===== src/rtl/plusarg_timeout_monitor.sv =====
`default_nettype none
// ============================================================================
// Module      : plusarg_timeout_monitor
// Description : Progress watchdog for the test harness. Counts cycles since
//               the last forward-progress pulse (or since arming) and raises
//               a sticky timeout flag when the count reaches the limit.
// Revision    : 1.0 - initial release
// ----------------------------------------------------------------------------
// Ports:
//   clock          in   rising-edge clock
//   reset_n        in   asynchronous active-low reset
//   enable         in   monitor enable (plusarg presence flag), quasi-static
//   limit          in   timeout in cycles, 0 disables the monitor
//   progress       in   forward-progress strobe, restarts the count
//   clear          in   acknowledge/re-arm after expiry, restart when armed
//   count          out  cycles since last progress event or arm
//   expired        out  sticky timeout flag
//   expired_pulse  out  one-cycle strobe on the first cycle of expired
//   armed          out  high while the monitor is actively counting
// Parameters:
//   WIDTH          counter/limit width in bits, legal range 2..64
// ============================================================================
module plusarg_timeout_monitor #(
  parameter int WIDTH = 32
) (
  input  logic             clock,
  input  logic             reset_n,
  input  logic             enable,
  input  logic [WIDTH-1:0] limit,
  input  logic             progress,
  input  logic             clear,
  output logic [WIDTH-1:0] count,
  output logic             expired,
  output logic             expired_pulse,
  output logic             armed
);

  typedef enum logic [1:0] {
    ST_IDLE    = 2'd0,
    ST_ARMED   = 2'd1,
    ST_EXPIRED = 2'd2
  } state_e;

  state_e           state_q, state_d;
  logic [WIDTH-1:0] count_q, count_d;
  logic             expired_q, expired_d;
  logic             pulse_q, pulse_d;
  logic             armed_q, armed_d;

  logic             go;
  logic [WIDTH:0]   count_inc;
  logic             count_max;
  logic [WIDTH-1:0] count_sat;

  assign go = enable && (limit != '0);

  // One extra bit keeps the limit comparison exact when count is all-ones.
  assign count_inc = {1'b0, count_q} + {{WIDTH{1'b0}}, 1'b1};
  assign count_max = &count_q;
  // The counter saturates rather than wrapping back to zero.
  assign count_sat = count_max ? count_q : count_inc[WIDTH-1:0];

  always_comb begin
    state_d = state_q;
    count_d = count_q;
    pulse_d = 1'b0;

    case (state_q)
      ST_IDLE: begin
        count_d = '0;
        if (go) begin
          state_d = ST_ARMED;
        end
      end

      ST_ARMED: begin
        if (!go) begin
          state_d = ST_IDLE;
          count_d = '0;
        end else if (progress || clear) begin
          // Progress wins over an expiry that would land on the same edge.
          count_d = '0;
        end else if (count_inc >= {1'b0, limit}) begin
          count_d = count_sat;
          state_d = ST_EXPIRED;
          pulse_d = 1'b1;
        end else begin
          count_d = count_sat;
        end
      end

      ST_EXPIRED: begin
        // Count stays frozen at the expiry value; progress is ignored here.
        if (clear || !go) begin
          count_d = '0;
          state_d = (go && clear) ? ST_ARMED : ST_IDLE;
        end
      end

      default: begin
        state_d = ST_IDLE;
        count_d = '0;
      end
    endcase

    // Status flags are registered copies of the next state.
    expired_d = (state_d == ST_EXPIRED);
    armed_d   = (state_d == ST_ARMED);
  end

  always_ff @(posedge clock or negedge reset_n) begin
    if (!reset_n) begin
      state_q   <= ST_IDLE;
      count_q   <= '0;
      expired_q <= 1'b0;
      pulse_q   <= 1'b0;
      armed_q   <= 1'b0;
    end else begin
      state_q   <= state_d;
      count_q   <= count_d;
      expired_q <= expired_d;
      pulse_q   <= pulse_d;
      armed_q   <= armed_d;
    end
  end

  assign count         = count_q;
  assign expired       = expired_q;
  assign expired_pulse = pulse_q;
  assign armed         = armed_q;

endmodule
`default_nettype wire


===== config.mk =====
export PLATFORM = sky130hd
export DESIGN_NAME = plusarg_timeout_monitor
export DESIGN_NICKNAME = d
export VERILOG_FILES = /design/src/rtl/plusarg_timeout_monitor.sv
export SDC_FILE = /design/constraint.sdc
export NUM_CORES = 1
export LEC_CHECK = 0
export BUFFER_PORTS_ARGS = -buffer_cell sky130_fd_sc_hd__buf_4
export CELL_PAD_IN_SITES_DETAIL_PLACEMENT = 1
export CELL_PAD_IN_SITES_GLOBAL_PLACEMENT = 2
export CORE_MARGIN = 4
export CORE_UTILIZATION = 34
export DETAILED_ROUTE_END_ITERATION = 16
export PLACE_DENSITY_LB_ADDON = 0.25
export SKIP_LAST_GASP = 1
export SLEW_MARGIN = 30
export SYNTH_ARGS = -nofsm -noshare
export SYNTH_HDL_FRONTEND = slang
export SYNTH_SLANG_ARGS = --single-unit

===== constraint.sdc =====
create_clock -name clock -period 9.2 [get_ports clock]
set_input_delay 0.46 -clock clock [delete_from_list [all_inputs] [get_ports clock]]
set_output_delay 0.46 -clock clock [all_outputs]
set_load 0.02 [all_outputs]

# Word level (Yosys, flattened, before mapping)
# Cells that the tools add are included.
# word_totals
wordCells,38
ff_bits,37
# op_classes
order_cmp,1
n_mux,16
n_reduce_logical,9
add_sub_neg,1
n_eq_ne,6
# ops
operator,count
32-bit 2-to-1 mux,4
32-bit one-hot mux with 2 select lines,1
"32-bit by 1-bit adder with 33-bit output, second input constant",1
33-bit by 32-bit greater-or-equal comparator with 1-bit output,1
32-bit AND reduction,1
32-bit nonzero test,1
2-bit 2-to-1 mux,5
2-bit one-hot mux with 3 select lines,1
1-bit 2-to-1 mux,5
"2-bit by 1-bit equality test with 1-bit output, second input constant",2
"2-bit equality test, second input constant",2
"4-bit != test, second input constant",1
1-bit logical AND,2
2-bit logical NOT,1
1-bit logical OR,2
"2-bit != test, second input constant",1
2-bit AND reduction,1
1-bit logical NOT,1

# Logic depth before layout (Yosys ltp)
# Gate-level depths: netlist of the first run.
# depth
depth_word,7
ltp_mapped,14

# Worst setup path after synthesis of the first run
# OpenSTA, ideal clock, no wires.
# synth_path
kind,reg2reg
startpoint,reg count_q[0] (netlist: count[0])
endpoint,reg expired_q (netlist: expired)
arrival_ps,3546
setup_time_ps,144
synth_period_minus_slack_ps,3690
path_buffers,0
path_slack_ps,5510
t_required_ps,9056
path_stages_with_launch,14
cell_sequence,dfrtp_1 -> ha_1 -> nand3_2 -> nor4_1 -> nand3_1 -> or2_2 -> xnor2_1 -> ha_1 -> a21oi_1 -> nor2_1 -> a2111oi_0 -> o21ai_0 -> nor3_1 -> o22ai_1
# synth_between
elab_chain_cells,7
# synth_lines
item,line,text
start: declaration,45,"logic [WIDTH-1:0] count_q, count_d;"
start signal: assignment,120,count_q <= count_d;
32-bit by 1-bit adder with 33-bit output,58,"assign count_inc = {1'b0, count_q} + {{WIDTH{1'b0}}, 1'b1};"
33-bit by 32-bit greater-or-equal comparator with 1-bit output,83,"end else if (count_inc >= {1'b0, limit}) begin"
2-bit 2-to-1 mux,83,
2-bit 2-to-1 mux,80,end else if (progress || clear) begin
2-bit 2-to-1 mux,77,if (!go) begin
2-bit one-hot mux with 3 select lines,68,case (state_q)
2-bit equality test,107,expired_d = (state_d == ST_EXPIRED);
net expired_d,46,"logic expired_q, expired_d;"
end signal: assignment,121,expired_q <= expired_d;
end: declaration,46,
# The timed path passes the listed nets, and every way through them passes these cells.
# A chain may end at the register's enable or synchronous reset.

# Worst setup path after layout of the first run
# Ends and elaborated chain as after synthesis.

==> results.toml, run 1 <==
[clocking]
cts_tree = "built"
cts_hold_buf = 0
cts_sinks = 37
root_buffer = "clkbuf_8"
cts_max_path_buffers = 2
cts_resized = 0
clk_pin_slew_ns = 0.08
htreeDepth = 2
clock_latency_ns = 0.29
cts_setup_buffers = 0
cts_made_buffers = 5

[setup_path]
r2r_slack_ns = 5.13
critPathMaxFanout = 9
endpoint_kind = "flop"
cpPeakStageDelay_ns = 0.64
cp.arrival_ns = 4.21
r2r_cells = 14
r2r_end = "expired"
crit_slowest_cell = "nor3_1"
critical_path_class = "reg -> reg"
cp-start-kind = "flop"
worst_path_most_repeated_cell = "ha_1"
timing.rr.start = "count[0]"
cp_top_family = "simple AND/OR/NAND/NOR gates"
required_ns = 9.34
path_buf_inv = 1
crit_chain = "ha_1 > nand3_2 > nor4_1 > buf_4 > nand3_1 > or2_2 > xnor2_1 > ha_1 > a21oi_1 > nor2_1 > a2111oi_0 > o21ai_0 > nor3_1 > o22ai_1"

[place]
place_inst = 591
hpwl_mm = 8.66
gp_congestion = 0.856
numPortBuffers = 71

[grt]
grt_antenna_before_repair = 0
grt_max_degree = 38
gr-total-overflow = 0
grtUsageTotal = 0.200
grt_pass1_wl_mm = 18.1
grt_pass1_vias = 3353

[timing]
post-route-period-util = 0.442
relSlewSlack = 0.385
hold_viol = 0
tns_ns = 0
max_freq_ghz = 0.246
slew_viol_final = 0
finalCriticalPeriod_ns = 4.07
rsz0062_at_grt = "false"
finClkSkew_ns = 0.00873
setup_violations = 0
worst_pin_slew_ns = 0.913
fin_hold_ws_ns = 0.143

[hold_path]
hold_class = "in -> async"

[final_layout]
area_growth_pct = 24.3
layout_common_cells = "buf_4, dfrtp_1, inv_1"
nets = 539
antenna_cells = 0
final_util = 0.436
fillers = 1173
layout-drive-gt1-share = 0.191
fin_cells = 599
final_common_cell = "buf_4"

[pwr]
swShare = 0.237
p_leak_uw = 0.00191
p_seq_frac = 0.432
p_clk_frac = 0.451
combPwrFrac = 0.117
p_int_uw = 289
power.switching_uw = 89.9
power_density_nw_per_um2 = 93.6
ir_drop_mv = 0.0653

[routing]
viasPerCell = 5.58
vias = 3342
drc = 0
wirelength_mm = 11.2
drtIter0Drc = 277
drt_pass1_iterations = 5
postRouteAntennaNets = 0
wl_per_cell_um = 18.6

[floorplanning]
die_area_sq_um = 11200
chipWidth_um = 106
boundaryPins = 72
die_y_um = 106
core_region_area_sq_um = 9280
initial_utilization = 0.351
rows = 35

[synth]
synth_top_cell_area_share = 0.284
synthesis.nets = 475
ys_ff_latch = 37
syn_inst = 405
yosys-top-cells-area = "dfrtp_1, ha_1, xnor2_1"
syn_area_sq_um = 3260
synth_edf_count = 0
synth.yosys.warnings = 0
syn_area_per_cell_sq_um = 8.05
yosysSeqAreaShare = 0.284
synth_top_flop_cell = "dfrtp_1"
ys_types = 46
synth-async-reset-ratio = 1.00
yosysTopAreaCell = "dfrtp_1"

[run_status]
outcome = "complete, no violations"

[job]
cap_viol_max_count = 0
-- cells in the mapped netlist (7+ instances only) --
library cell,count
nand3_1,17
clkbuf_1,13
o21ai_0,20
nor4_1,15
nor2_1,31
dfrtp_1,37
nand2_1,33
xnor2_1,21
xor2_1,9
inv_1,35
a21oi_1,32
and3_1,7
or3_1,10
nand4_1,17
a311oi_1,8
nor3_1,7
ha_1,33
-- power by group through the flow --
stage                     Clock [uW]  Combinational, uW  Sequential, uW
after global placement             0               44.1             167
final                            171               44.4             164
after global routing             183               50.5             164
after floorplan                    0               19.1             167
after CTS                        177               45.2             164
after detailed placement           0               44.9             167
-- metrics by stage --
step	area (sq um)	total power [uW]	worst slack (ns)
after floorplan	3260	186	5.51
after global placement	3910	211	5.28
after detailed placement	3910	212	5.18
after global routing	4050	397	4.80
after CTS	4050	386	5.12
final	4050	379	5.13
-- registers in the layout, indices dropped and copies added (netlist names) --
name,count
count,32
expired_pulse,1
expired,1
armed,1
state_q,2
-- worst register-to-register path: stages, from the launching register on --
cell and delay, ns:
dfrtp_1 0.49, ha_1 0.31, nand3_2 0.22, nor4_1 0.23, buf_4 0.21, nand3_1 0.19, or2_2 0.36, xnor2_1 0.13
ha_1 0.30, a21oi_1 0.16, nor2_1 0.05, a2111oi_0 0.34, o21ai_0 0.15, nor3_1 0.64, o22ai_1 0.15
-- worst max path at each step --
stage / startpoint / to / depth (start not counted)
global route: count[0] / expired / 14
CTS: count[4] / expired / 11
finish: count[0] / expired / 14
global placement: count[0] / expired / 14
detailed placement: count[0] / expired / 14
floorplan: count[0] / expired / 13
-- routing by layer --
| layer | wire (um) | up-vias | GRT usage |
|---|---|---|---|
| met5 | 0 | - | 0 |
| met4 | 113 | 0 | 0.0416 |
| met3 | 553 | 11 | 0.0285 |
| met2 | 4850 | 91 | 0.299 |
| met1 | 5650 | 1626 | 0.306 |
| li1 | - | 1614 | - |
-- logic make-up after synthesis --
kind of cell               count (synthesis)  share of synthesized area
DFF                                       37                      0.284
adders and majority gates                 33                      0.127
xor gates and xnor gates                  30                     0.0806
and+or+nand+nor                          159                      0.257
AOI/OAI and AO/OA                         95                      0.191
buffers and inverters                     51                     0.0606
-- layout make-up --
cell class | count | area, sq um | share of cell area
Sequential cell | 37 | 926 | 0.229
Timing Repair Buffer | 73 | 548 | 0.135
Clock buffer | 5 | 68.8 | 0.0170
Inverter | 35 | 131 | 0.0324
Tap cell | 129 | 161 | 0.0398
Clock inverter | 3 | 65.1 | 0.0161
Multi-Input combinational cell | 317 | 2150 | 0.531
Note: power is estimated with default switching activity, not from simulation.
==> inputs of run 2 (changes only) <==
--- a/config.mk
+++ b/config.mk
@@ -5,11 +5,12 @@
 export SDC_FILE = /design/constraint.sdc
 export NUM_CORES = 1
 export LEC_CHECK = 0
+export ABC_AREA = 1
 export BUFFER_PORTS_ARGS = -buffer_cell sky130_fd_sc_hd__buf_4
 export CELL_PAD_IN_SITES_DETAIL_PLACEMENT = 1
 export CELL_PAD_IN_SITES_GLOBAL_PLACEMENT = 2
 export CORE_MARGIN = 4
-export CORE_UTILIZATION = 34
+export CORE_UTILIZATION = 27
 export DETAILED_ROUTE_END_ITERATION = 16
 export PLACE_DENSITY_LB_ADDON = 0.25
 export SKIP_LAST_GASP = 1
==> constraint.sdc (replaced) <==
create_clock -name clock -period 3.5 [get_ports clock]
set_input_delay 0.175 -clock clock [delete_from_list [all_inputs] [get_ports clock]]
set_output_delay 0.175 -clock clock [all_outputs]
set_load 0.02 [all_outputs]
==> run 2 against run 1 <==
Compared with the run above:
- critical path depth increased by 5
- critical endpoint is now state_q[0]
- largest power group unchanged
- register-to-register slack got worse by 4.8 ns
- clock-buffer cell count increased by 2
- final area increased by 3.9%
==> results.toml, run 2 <==
[final_layout]
nets = 631
final_common_cell = "nand2_1"
fin_cells = 709
largest_reg_flops = 32
stdcell_area_sq_um = 4210
area_growth_pct = 27.8
antenna_cells = 0
fillers = 1526
layout-drive-gt1-share = 0.185
layout_common_cells = "nand2_1, buf_4, inv_1"

[clocking]
htreeDepth = 2
root_buffer = "clkbuf_16"
cts_sinks = 37
cts_max_path_buffers = 2
cts_made_buffers = 5
clock_latency_ns = 0.29
cts_tree = "built"
cts_setup_buffers = 0
clk_pin_slew_ns = 0.06

[setup_path]
cp-start-kind = "flop"
timing.rr.start = "count[0]"
cp.arrival_ns = 3.39
critPathMaxFanout = 6
endpoint_kind = "flop"
setup.worst_path.start = "count[0]"
critical_path_class = "reg -> reg"
required_ns = 3.71

[pwr]
p_int_uw = 832
power_density_nw_per_um2 = 258
ir_drop_mv = 0.181
combPwrFrac = 0.101
p_seq_frac = 0.397
power.switching_uw = 253
p_leak_uw = 0.00239
swShare = 0.233
p_clk_frac = 0.502

[routing]
drt_pass1_iterations = 4
postRouteAntennaNets = 0
viasPerCell = 4.75
wirelength_mm = 11.7
drc = 0
drtIter0Drc = 92
vias = 3366
wl_per_cell_um = 16.5

[floorplanning]
chipWidth_um = 118
die_y_um = 118
boundaryPins = 72
die_area_sq_um = 14000
initial_utilization = 0.275
rows = 40
core_region_area_sq_um = 12000

[grt]
grt_pass1_wl_mm = 18.8
grt_antenna_before_repair = 0
grtUsageTotal = 0.169
gr-total-overflow = 0
grt_max_degree = 38
grt_pass1_vias = 3571

[place]
numPortBuffers = 71
dpl_worst_slack_ns = 0.317
gp_congestion = 0.842
placed_cell_area_sq_um = 4010
place_inst = 700
hpwl_mm = 9.71

[synth]
synth_top_flop_cell = "dfrtp_1"
synth.yosys.warnings = 0
yosys.area_share.simple = 0.369
synthXorXnorAreaFrac = 0.0771
synth-adder-area-share = 0.125
synthesis.nets = 555
synth-compound-area-share = 0.0463
syn_inst = 485
synth-async-reset-ratio = 1.00
syn_area_per_cell_sq_um = 6.79
synth_edf_count = 0
yosys-top-cells-count = "nand2_1, inv_1, nor2_1"
synth_most_common_cell = "nand2_1"
yosysSeqAreaShare = 0.281
yosys-top-cells-area = "dfrtp_1, nand2_1, ha_1"
synth_top_family_by_area = "simple AND/OR/NAND/NOR gates"
ys_ff_latch = 37
yosysTopAreaCell = "dfrtp_1"
synthMuxAreaShare = 0
synth_top_cell_area_share = 0.281
ys_types = 29
syn_area_sq_um = 3290

[timing]
slew_viol_final = 0
rsz0062_at_grt = "false"
fin_ws_ns = 0.322
relSlewSlack = 0.522
worst_pin_slew_ns = 0.713
finalCriticalPeriod_ns = 3.18
finClkSkew_ns = 0.00415
hold_viol = 0
setup_violations = 0
max_freq_ghz = 0.315
post-route-period-util = 0.908
tns_ns = 0

[job]
cap_viol_max_count = 0

[hold_path]
min_from = "clear"
hold_class = "in -> reg"

[run_status]
outcome = "complete, no violations"
## run 2: cell families after synthesis
kind of cell,Yosys count
xor gates and xnor gates,29
buffers and inverters,82
AOI/OAI and AO/OA,29
adders and majority gates,33
and+or+nand+nor,275
DFF,37
## run 2: worst paths after layout
path	endpoint	slack, ns	cells past startpoint
max reg2reg	state_q[0]	0.32	19
min in group asynchronous	count[8]	0.41	2
max	state_q[0]	0.32	19
max in group asynchronous	count[18]	2.74	2
min	armed	0.28	3
min reg2reg	count[20]	0.55	2
## run 2: power groups by stage
stage / Combinational (uW) / Clock [uW] / Sequential (uW)
floorplan: 42.5 / 0 / 439
global placement: 109 / 0 / 438
detailed placement: 111 / 0 / 438
CTS: 112 / 556 / 430
global route: 124 / 573 / 430
finish: 110 / 545 / 430
## run 2: final cells by class
type | instances | area (sq um) | share of cell area
multi-input cells | 366 | 2060 | 0.488
flip-flops and latches | 37 | 926 | 0.220
repair buffers | 80 | 603 | 0.143
inverters | 71 | 268 | 0.0636
well taps | 147 | 184 | 0.0437
clock buffers | 7 | 143 | 0.0339
clock inverters | 1 | 30.0 | 0.00713
## run 2: stage by stage
stage	power, uW	utilization	hold WS (ns)
global route	1130	0.352	0.319
CTS	1100	0.351	0.265
floorplan	482	-	-0.121
finish	1090	0.352	0.282
global placement	547	0.335	0.187
detailed placement	549	0.335	0.188
## run 2: critical path, cell delays in order, from the launching register on
cell and delay (ns):
dfrtp_1 0.44, ha_1 0.23, nand3_2 0.14, nor2_4 0.15
nand2_2 0.13, nor2_8 0.17, nand3_1 0.11, xnor2_1 0.40
ha_1 0.34, nand2_1 0.15, inv_1 0.06, nand2_1 0.06
a21oi_1 0.05, nor2_1 0.13, nand2_1 0.07, nand2_1 0.06
nand3_1 0.07, nand2_1 0.12, nand2_1 0.09, a21oi_1 0.12
## run 2: layer usage
metal	vias to the layer above	track usage	part of all wire
li1	1696	-	-
met1	1601	0.226	0.49
met2	61	0.285	0.47
met3	8	0.0306	0.038
met4	0	0.0369	0.0098
met5	-	0	0
## run 2: repair_timing
action                                 CTS  global route
gates resized for setup                  0             3
endpoints found under the hold margin   37             0
hold buffers                             1             0
setup endpoints to repair                0             4
==> inputs of run 3 (changes only) <==
--- a/config.mk
+++ b/config.mk
@@ -9,9 +9,10 @@
 export BUFFER_PORTS_ARGS = -buffer_cell sky130_fd_sc_hd__buf_4
 export CELL_PAD_IN_SITES_DETAIL_PLACEMENT = 1
 export CELL_PAD_IN_SITES_GLOBAL_PLACEMENT = 2
-export CORE_MARGIN = 4
+export CORE_MARGIN = 2
 export CORE_UTILIZATION = 27
 export DETAILED_ROUTE_END_ITERATION = 16
+export MAX_ROUTING_LAYER = met4
 export PLACE_DENSITY_LB_ADDON = 0.25
 export SKIP_LAST_GASP = 1
 export SLEW_MARGIN = 30
==> constraint.sdc (replaced) <==
create_clock -name clock -period 3.5 [get_ports clock]
set_input_delay 0.7 -clock clock [delete_from_list [all_inputs] [get_ports clock]]
set_output_delay 0.7 -clock clock [all_outputs]
set_load 0.02 [all_outputs]
==> run 3 against run 2 <==
Compared with the run above:
- fmax increased by 0.99%
- die area decreased by 6.6%
- critical path depth decreased by 1
- non-clock buffer count decreased by 1
- register-to-register slack improved by 0.03 ns
- core utilization decreased by 0.30 points
- final area decreased by 0.86%
- clock-buffer cell count decreased by 1
- final cell count decreased by 0.14%
- setup slack improved by 0.031 ns
- flip-flop and latch count unchanged
- total power decreased by 6.0%
- critical path type unchanged
- largest cell class unchanged
- largest power group unchanged
==> results.toml, run 3 (synthesized netlist as in run 2, its figures left out) <==
[run_status]
outcome = "complete, no violations"

[grt]
grtUsageTotal = 0.196
grt_max_degree = 38
gr-total-overflow = 0
grt_pass1_wl_mm = 19.1
grt_antenna_before_repair = 0
grt_pass1_vias = 3599

[floorplanning]
chipWidth_um = 114
boundaryPins = 72
rows = 40
initial_utilization = 0.275
die_y_um = 114
die_area_sq_um = 13100
core_region_area_sq_um = 12000

[clocking]
htreeDepth = 2
clock_latency_ns = 0.29
cts_made_buffers = 5
cts_tree = "built"
cts_max_path_buffers = 2
cts_sinks = 37
root_buffer = "clkbuf_16"
clk_pin_slew_ns = 0.06

[setup_path]
cp.arrival_ns = 3.31
crit_path_end = "state_q[0]"
r2r_slack_ns = 0.35
setup.worst_path.start = "count[0]"
cp-start-kind = "flop"
r2r_cells = 18
r2r_end = "state_q[0]"
critPathMaxFanout = 6
timing.rr.start = "count[0]"
required_ns = 3.67
endpoint_kind = "flop"
critical_path_class = "reg -> reg"

[timing]
post-route-period-util = 0.899
worst_pin_slew_ns = 0.714
relSlewSlack = 0.522
slew_viol_final = 0
setup_violations = 0
hold_viol = 0
finClkSkew_ns = 0.00624
tns_ns = 0
finalCriticalPeriod_ns = 3.15
max_freq_ghz = 0.318
rsz0062_at_grt = "false"

[place]
hpwl_mm = 9.58
gp_congestion = 0.889
numPortBuffers = 71
placed_cell_area_sq_um = 4010

[final_layout]
layout-drive-gt1-share = 0.185
stdcell_area_sq_um = 4170
layout_common_cells = "nand2_1, buf_4, inv_1"
nets = 630
final_common_cell = "nand2_1"
area_growth_pct = 26.7
largest_reg_flops = 32
antenna_cells = 0
fillers = 1526

[pwr]
p_leak_uw = 0.00238
power_density_nw_per_um2 = 244
ir_drop_mv = 0.171

[job]
cap_viol_max_count = 0

[routing]
wl_per_cell_um = 16.6
vias = 3394
drtIter0Drc = 109
wirelength_mm = 11.7
drc = 0
viasPerCell = 4.79
postRouteAntennaNets = 0
drt_pass1_iterations = 4

[hold_path]
hold_class = "in -> async"
-- run 3: worst min path at each step --
stage | endpoint
global placement | count[20]
detailed placement | count[20]
finish | count[9]
floorplan | armed
CTS | count[9]
global route | count[9]
-- run 3: through the flow --
step	hold WS, ns	instances	power, uW	worst slack (ns)	utilization
6_report	0.374	708	1020	0.353	0.349
5_1_grt	0.419	708	1070	0.0467	0.349
4_1_cts	0.398	708	1040	0.298	0.348
3_5_place_dp	0.536	700	551	0.327	0.335
3_3_place_gp	0.522	700	549	0.397	0.335
2_1_floorplan	0.404	485	482	0.775	-
-- run 3: critical path, cell delays in order, from the launching register on --
cell,delay (ns)
dfrtp_2,0.42
ha_1,0.23
nand3_2,0.15
nor2_4,0.17
nand2_2,0.10
nor2_2,0.17
nand2_1,0.16
nor2_1,0.20
xor2_2,0.13
ha_1,0.32
nand2_1,0.11
nor3_1,0.22
nand3b_1,0.12
nor2_1,0.12
nand2_1,0.06
nand3_1,0.06
nand2_1,0.12
nand2_1,0.11
a21oi_1,0.06
-- run 3: cell type report --
type,count,area [sq um],area share
sequential,37,927,0.222
tap,147,184,0.0441
inverter,71,268,0.0642
timing repair buffer,79,593,0.142
clock inverter,2,13.8,0.00330
multi-input combinational,366,2050,0.491
clock buffer,6,139,0.0333
-- run 3: power breakdown --
| group | switching [uW] | internal, uW | leakage [uW] | total (uW) |
|---|---|---|---|---|
| registers | 1.20 | 429 | 0.000511 | 430 |
| clock network | 195 | 284 | 0.0000768 | 478 |
| logic | 65.2 | 45.8 | 0.00179 | 111 |
| total | 261 | 759 | 0.00238 | 1020 |
-- run 3: routing by layer --
metal | vias up | part of all wire | GRT usage
li1 | 1695 | - | -
met1 | 1631 | 0.49 | 0.263
met2 | 52 | 0.47 | 0.319
met3 | 16 | 0.029 | 0.0259
met4 | 0 | 0.014 | 0.0390
met5 | - | 0 | -
-- run 3: what timing repair did --
action | 4_1_cts | 5_1_grt
setup endpoints to repair | 0 | 1
resized for setup | 0 | 2
hold buffers | 0 | 0
buffers inserted | 0 | 0
